`src/rtl/friscv_dose_scheduler.sv`:
```
// friscv_dose_scheduler: arbitrates latched juice requests onto one pump and runs a timed, re-measured dose; FRISCV_RR_EN selects round-robin arbitration
module friscv_dose_scheduler #(
  parameter int TICK_DIV        = 50000,
  parameter int DOSE_MS         = 3000,
  parameter int MEAS_PERIOD_MS  = 100,
  parameter int MEAS_TIMEOUT_MS = 50,
  parameter int DIST_W          = 12,
  parameter int DIST_MAX        = 10
) (
  input  logic              clock,
  input  logic              reset,
  input  logic              habilita,
  input  logic              req_suco_1,
  input  logic              req_suco_2,
  input  logic              pronto,
  input  logic [DIST_W-1:0] distancia,
  output logic              medir,
  output logic              ativa_bomba_1,
  output logic              ativa_bomba_2,
  output logic              ocupado,
  output logic              concluido,
  output logic              erro_copo,
  output logic [3:0]        db_estado
);
  localparam int PW = $clog2(TICK_DIV + 1);
  localparam int DW = $clog2(DOSE_MS + 1);
  localparam int QW = $clog2(MEAS_PERIOD_MS + 1);
  localparam int TW = $clog2(MEAS_TIMEOUT_MS + 1);
  typedef enum logic [3:0] {
    OCIOSO = 4'd0, ARBITRA = 4'd1, MEDE = 4'd2, AGUARDA = 4'd3, BOMBEIA = 4'd4,
    REMEDE = 4'd5, REAGUARDA = 4'd6, FIM = 4'd7, ABORTA = 4'd8
  } state_t;
  state_t state, state_nx;
  logic [PW-1:0] pre;
  logic [DW-1:0] dose;
  logic [QW-1:0] per;
  logic [TW-1:0] tmo;
  logic req_q1, req_q2, pend_1, pend_2, sel, sel_next;
  logic tick, copo_ok, dose_done, per_done, tmo_done, pumping, waiting, clr_pend, set_1, set_2;

  assign tick      = pre == PW'(TICK_DIV - 1);
  assign copo_ok   = distancia != '0 && distancia <= DIST_W'(DIST_MAX);
  assign dose_done = dose == DW'(DOSE_MS);
  assign per_done  = per == QW'(MEAS_PERIOD_MS);
  assign tmo_done  = tmo == TW'(MEAS_TIMEOUT_MS);
  assign pumping   = state inside {BOMBEIA, REMEDE, REAGUARDA};
  assign waiting   = state inside {AGUARDA, REAGUARDA};
  assign set_1     = habilita && req_suco_1 && !req_q1;
  assign set_2     = habilita && req_suco_2 && !req_q2;
  assign clr_pend  = (state == AGUARDA && state_nx == BOMBEIA) || (state != ABORTA && state_nx == ABORTA);

`ifdef FRISCV_RR_EN
  // rr holds the last served juice as a sel value, so reset to juice 2 lets juice 1 win first
  logic rr;
  assign sel_next = pend_1 && pend_2 ? !rr : pend_2;
  always_ff @(posedge clock or posedge reset)
    if (reset) rr <= 1'b1;
    else if (state == ARBITRA) rr <= sel_next;
`else
  assign sel_next = !pend_1;
`endif

  always_comb begin
    state_nx = state;
    case (state)
      OCIOSO:    if (pend_1 || pend_2) state_nx = ARBITRA;
      ARBITRA:   state_nx = MEDE;
      MEDE:      state_nx = AGUARDA;
      AGUARDA:   if (pronto) state_nx = copo_ok ? BOMBEIA : ABORTA;
                 else if (tmo_done) state_nx = ABORTA;
      BOMBEIA:   if (dose_done) state_nx = FIM;
                 else if (per_done) state_nx = REMEDE;
      REMEDE:    state_nx = REAGUARDA;
      REAGUARDA: if ((pronto && !copo_ok) || tmo_done) state_nx = ABORTA;
                 else if (dose_done) state_nx = FIM;
                 else if (pronto) state_nx = BOMBEIA;
      default:   state_nx = OCIOSO;
    endcase
    if (!habilita) state_nx = OCIOSO;
  end

  always_ff @(posedge clock or posedge reset)
    if (reset) begin
      state  <= OCIOSO;
      pre    <= '0;
      dose   <= '0;
      per    <= '0;
      tmo    <= '0;
      req_q1 <= 1'b0;
      req_q2 <= 1'b0;
      pend_1 <= 1'b0;
      pend_2 <= 1'b0;
      sel    <= 1'b0;
    end else begin
      state  <= state_nx;
      pre    <= tick ? '0 : pre + 1'b1;
      dose   <= !pumping ? '0 : tick && !dose_done ? dose + 1'b1 : dose;
      per    <= state != BOMBEIA ? '0 : tick && !per_done ? per + 1'b1 : per;
      tmo    <= !waiting ? '0 : tick && !tmo_done ? tmo + 1'b1 : tmo;
      req_q1 <= req_suco_1;
      req_q2 <= req_suco_2;
      pend_1 <= habilita && (set_1 || (pend_1 && !(clr_pend && !sel)));
      pend_2 <= habilita && (set_2 || (pend_2 && !(clr_pend && sel)));
      if (state == ARBITRA) sel <= sel_next;
    end

  assign medir         = state inside {MEDE, REMEDE};
  assign ativa_bomba_1 = pumping && !sel;
  assign ativa_bomba_2 = pumping && sel;
  assign ocupado       = state != OCIOSO;
  assign concluido     = state == FIM;
  assign erro_copo     = state == ABORTA;
  assign db_estado     = state > ABORTA ? 4'hE : state;
endmodule

```
`config.mk`:
```
export PLATFORM = sky130hd
export DESIGN_NAME = friscv_dose_scheduler
export DESIGN_NICKNAME = d
export VERILOG_FILES = /design/src/rtl/friscv_dose_scheduler.sv
export SDC_FILE = /design/constraint.sdc
export NUM_CORES = 1
export LEC_CHECK = 0
export BUFFER_PORTS_ARGS = -buffer_cell sky130_fd_sc_hd__buf_2
export CAP_MARGIN = 20
export CELL_PAD_IN_SITES_DETAIL_PLACEMENT = 1
export CELL_PAD_IN_SITES_GLOBAL_PLACEMENT = 1
export CORE_MARGIN = 5
export CORE_UTILIZATION = 49
export DETAILED_ROUTE_END_ITERATION = 6
export GPL_TIMING_DRIVEN = 0
export PLACE_DENSITY_LB_ADDON = 0.1
export SLEW_MARGIN = 20
export SYNTH_ARGS = -nofsm -noshare
export SYNTH_HDL_FRONTEND = slang
export SYNTH_SLANG_ARGS = --single-unit
```
`constraint.sdc`:
```
create_clock -name clock -period 5.4 [get_ports clock]
set_input_delay 0.81 -clock clock [delete_from_list [all_inputs] [get_ports clock]]
set_output_delay 0.81 -clock clock [all_outputs]
set_load 0.05 [all_outputs]
```
==> insert_results.sql <==
INSERT INTO impl_metrics (metric_group, metric, value, unit) VALUES
('sta', 'max_freq', '0.321', 'GHz'),
('critical_path', 'critPathRequiredTime', '4.59', 'ns'),
('yosys', 'yosysTopAreaCellShare', '0.434', ''),
('layout', 'final_core_util', '0.558', ''),
('route', 'route.detailed.drc', '0', ''),
('floorplan', 'fp.coreArea', '5820', 'sq um'),
('sta', 'setup_viol', '0', ''),
('route', 'detailedRoute.firstIterationViolations', '84', ''),
('clock_network', 'maximum_clock_path_buffer_count', '2', ''),
('grt', 'grt_pass1_vias', '2655', ''),
('critical_path', 'crit_fanout', '10', ''),
('pwr', 'post-layout-total-power', '0.729', 'mW'),
('yosys', 'postSynthCellCount', '317', ''),
('floorplan', 'floorplan.rows', '28', ''),
('sta', 'min_period', '3.11', 'ns'),
('yosys', 'synth_area', '2880', 'sq um'),
('clock_network', 'post-cts-setup-buffers', '0', ''),
('floorplan', 'die_width', '86.7', 'um'),
('layout', 'antenna_cells_inserted', '0', ''),
('route', 'num_vias', '2568', ''),
('sta', 'hold_slack', '0.472', 'ns'),
('yosys', 'syn_area_per_cell', '9.10', 'sq um'),
('clock_network', 'cts_tree', 'done', ''),
('sta', 'fin_hold_viols', '0', ''),
('sta', 'final_max_slew_viol_count', '0', ''),
('critical_path', 'crit_path_cell_trace', 'and2_1 > clkbuf_1 > or3b_2 > clkbuf_1 > nor2_1 > buf_2', ''),
('critical_path', 'worst-endpoint-arrival', '2.30', 'ns'),
('yosys', 'synth.cells.most_frequent', 'dfrtp_1, nand2_1, a21oi_1, o21ai_0, or4_1', ''),
('sta', 'share_of_the_clock_period_used_by_the_worst_path_after_layout', '0.576', ''),
('clock_network', 'count_of_hold_fix_buffers_inserted_at_cts', '0', ''),
('yosys', 'post_synth_arst_share', '1.00', ''),
('yosys', 'synth_seq_cells', '50', ''),
('floorplan', 'dieArea', '7520', 'sq um'),
('route', 'drt-vias-per-instance', '6.00', ''),
('yosys', 'leading_post_synthesis_cells_by_cell_area', 'dfrtp_1, or4_1, nand2_1, a21oi_1, o21ai_0', ''),
('pwr', 'cellPowerDensity', '225', 'nW/um^2'),
('critical_path', 'end_of_the_worst_register_to_register_path', 'per[6]$_DFFE_PP0P_', ''),
('yosys', 'ys_warn_count', '0', ''),
('status', 'status', 'finished clean', ''),
('yosys', 'most_frequent_cell_after_synthesis', 'dfrtp_1', ''),
('yosys', 'synthDistinctLibCells', '48', ''),
('floorplan', 'num_io_pins', '28', ''),
('grt', 'grt_usage', '0.200', ''),
('clock_network', 'cts_inserted_buffers', '5', ''),
('pwr', 'max-vdd-ir-drop', '130', 'uV'),
('critical_path', 'worst-r2r-cell-count', '6', ''),
('floorplan', 'initial_utilization', '0.496', ''),
('place', 'port-buffer-count', '27', ''),
('grt', 'initial_antenna_violation_count', '0', ''),
('sta', 'setup_tns', '0', 'ns'),
('sta', 'worstMarginPinSlew', '0.872', 'ns'),
('clock_network', 'cts-resized-gates', '0', ''),
('route', 'drt-total-wl', '7.21', 'mm'),
('critical_path', 'critPathLaunchType', 'register', ''),
('layout', 'drive_above_1_share', '0.125', ''),
('place', 'hpwlAfterDp', '5.42', 'mm'),
('route', 'drt_pass1_iterations', '4', ''),
('sta', 'max_slew_margin', '0.413', ''),
('critical_path', 'r2r-start', 'pre[7]$_DFF_PP0_', ''),
('route', 'wire_per_inst', '16.9', 'um'),
('yosys', 'synth_seq_area_share', '0.434', ''),
('clock_network', 'clock_insertion_delay_at_the_later_pin_of_the_skew_report', '0.31', 'ns'),
('critical_path', 'end_kind', 'output port', ''),
('worst_hold_path', 'worst_hold_path_type', 'primary input to asynchronous set/reset pin', ''),
('yosys', 'synth_edf_count', '0', ''),
('clock_network', 'ctsHtreeMaxLevel', '2', ''),
('layout', 'syn_to_final_growth', '12.5', '%'),
('floorplan', 'fp.dieH', '86.7', 'um'),
('critical_path', 'critPathMaxStageDelay', '0.53', 'ns'),
('clock_network', 'clock_sink_count', '50', ''),
('layout', 'nNetsFinal', '377', '');
[cell families after synthesis]
kind of cell | after synthesis | share of synthesized area
AO/OA/AOI/OAI | 70 | 0.152
XOR/XNOR | 12 | 0.0364
adder cells (fa/ha/maj) | 7 | 0.0304
buffers and inverters | 28 | 0.0395
flip-flops | 50 | 0.434
multiplexers | 1 | 0.00347
AND/OR/NAND/NOR | 149 | 0.305
[cells in the final DEF (no fill, tap or decap), types with 5 or more instances in the layout]
cell type / instances
xor2_1: 7
o21ai_0: 20
nand4_1: 10
dfrtp_1: 50
and2_1: 7
xnor2_1: 5
inv_1: 11
or3_1: 7
clkbuf_1: 14
and4_1: 5
a21oi_1: 20
nand3_1: 14
ha_1: 7
nor2_1: 17
clkbuf_8: 5
o211ai_1: 9
o31ai_1: 5
nor2b_1: 8
or4_1: 19
nand2_1: 30
buf_2: 28
[how the worst max path moves through the flow]
stage | startpoint | to | slack, ns | depth (start not counted)
2_1_floorplan | state[2]$_DFF_PP0_ | erro_copo | 2.19 | 3
3_3_place_gp | distancia[8] | state[0]$_DFF_PP0_ | 2.50 | 5
3_5_place_dp | distancia[8] | state[0]$_DFF_PP0_ | 2.43 | 5
4_1_cts | state[1]$_DFF_PP0_ | ativa_bomba_1 | 2.27 | 6
5_1_grt | state[1]$_DFF_PP0_ | ativa_bomba_1 | 2.17 | 6
6_report | state[1]$_DFF_PP0_ | ativa_bomba_1 | 2.29 | 6
[registers in the layout (all words and copies together) (netlist names)]
name    flops
req_q1      1
pre        16
req_q2      1
dose       12
sel         1
pend_2      1
tmo         6
pend_1      1
state       4
per         7
[final cells by class]
type / count / area, sq um
plain buffers: 16 / 68.8
flip-flops and latches: 50 / 1250
multi-input cells: 239 / 1520
clock buffers: 5 / 68.8
inverters: 12 / 45.0
clock inverters: 3 / 43.8
repair buffers: 28 / 155
fillers: 729 / 2570
well taps: 75 / 93.8
[through the flow]
stage / setup slack (ns) / std cells / instance area, sq um
floorplan: 2.19 / 317 / 2880
detailed placement: 2.43 / 420 / 3130
global route: 2.17 / 428 / 3250
finish: 2.29 / 428 / 3250
global placement: 2.50 / 419 / 3110
CTS: 2.27 / 428 / 3250
[per-layer routing]
metal	vias to the layer above	GRT usage	wire, um
met5	-	0	0
met4	0	0.0467	55
met3	4	0.0276	207
met2	39	0.340	3500
met1	1272	0.269	3460
li1	1253	-	-
[critical path, delay by kind of cell (launching register included)]
family / cells / cell delay [ns]
buffers and inverters: 3 / 0.73
flip-flops: 1 / 0.41
AND/OR/NAND/NOR: 3 / 0.85
[power breakdown]
group | total, mW | internal (mW) | switching [mW] | leakage (nW)
registers | 0.387 | 0.381 | 0.00593 | 0.674
logic | 0.0682 | 0.0224 | 0.0458 | 0.638
clock network | 0.274 | 0.139 | 0.135 | 0.0585
(Power assumes the default switching activity.)
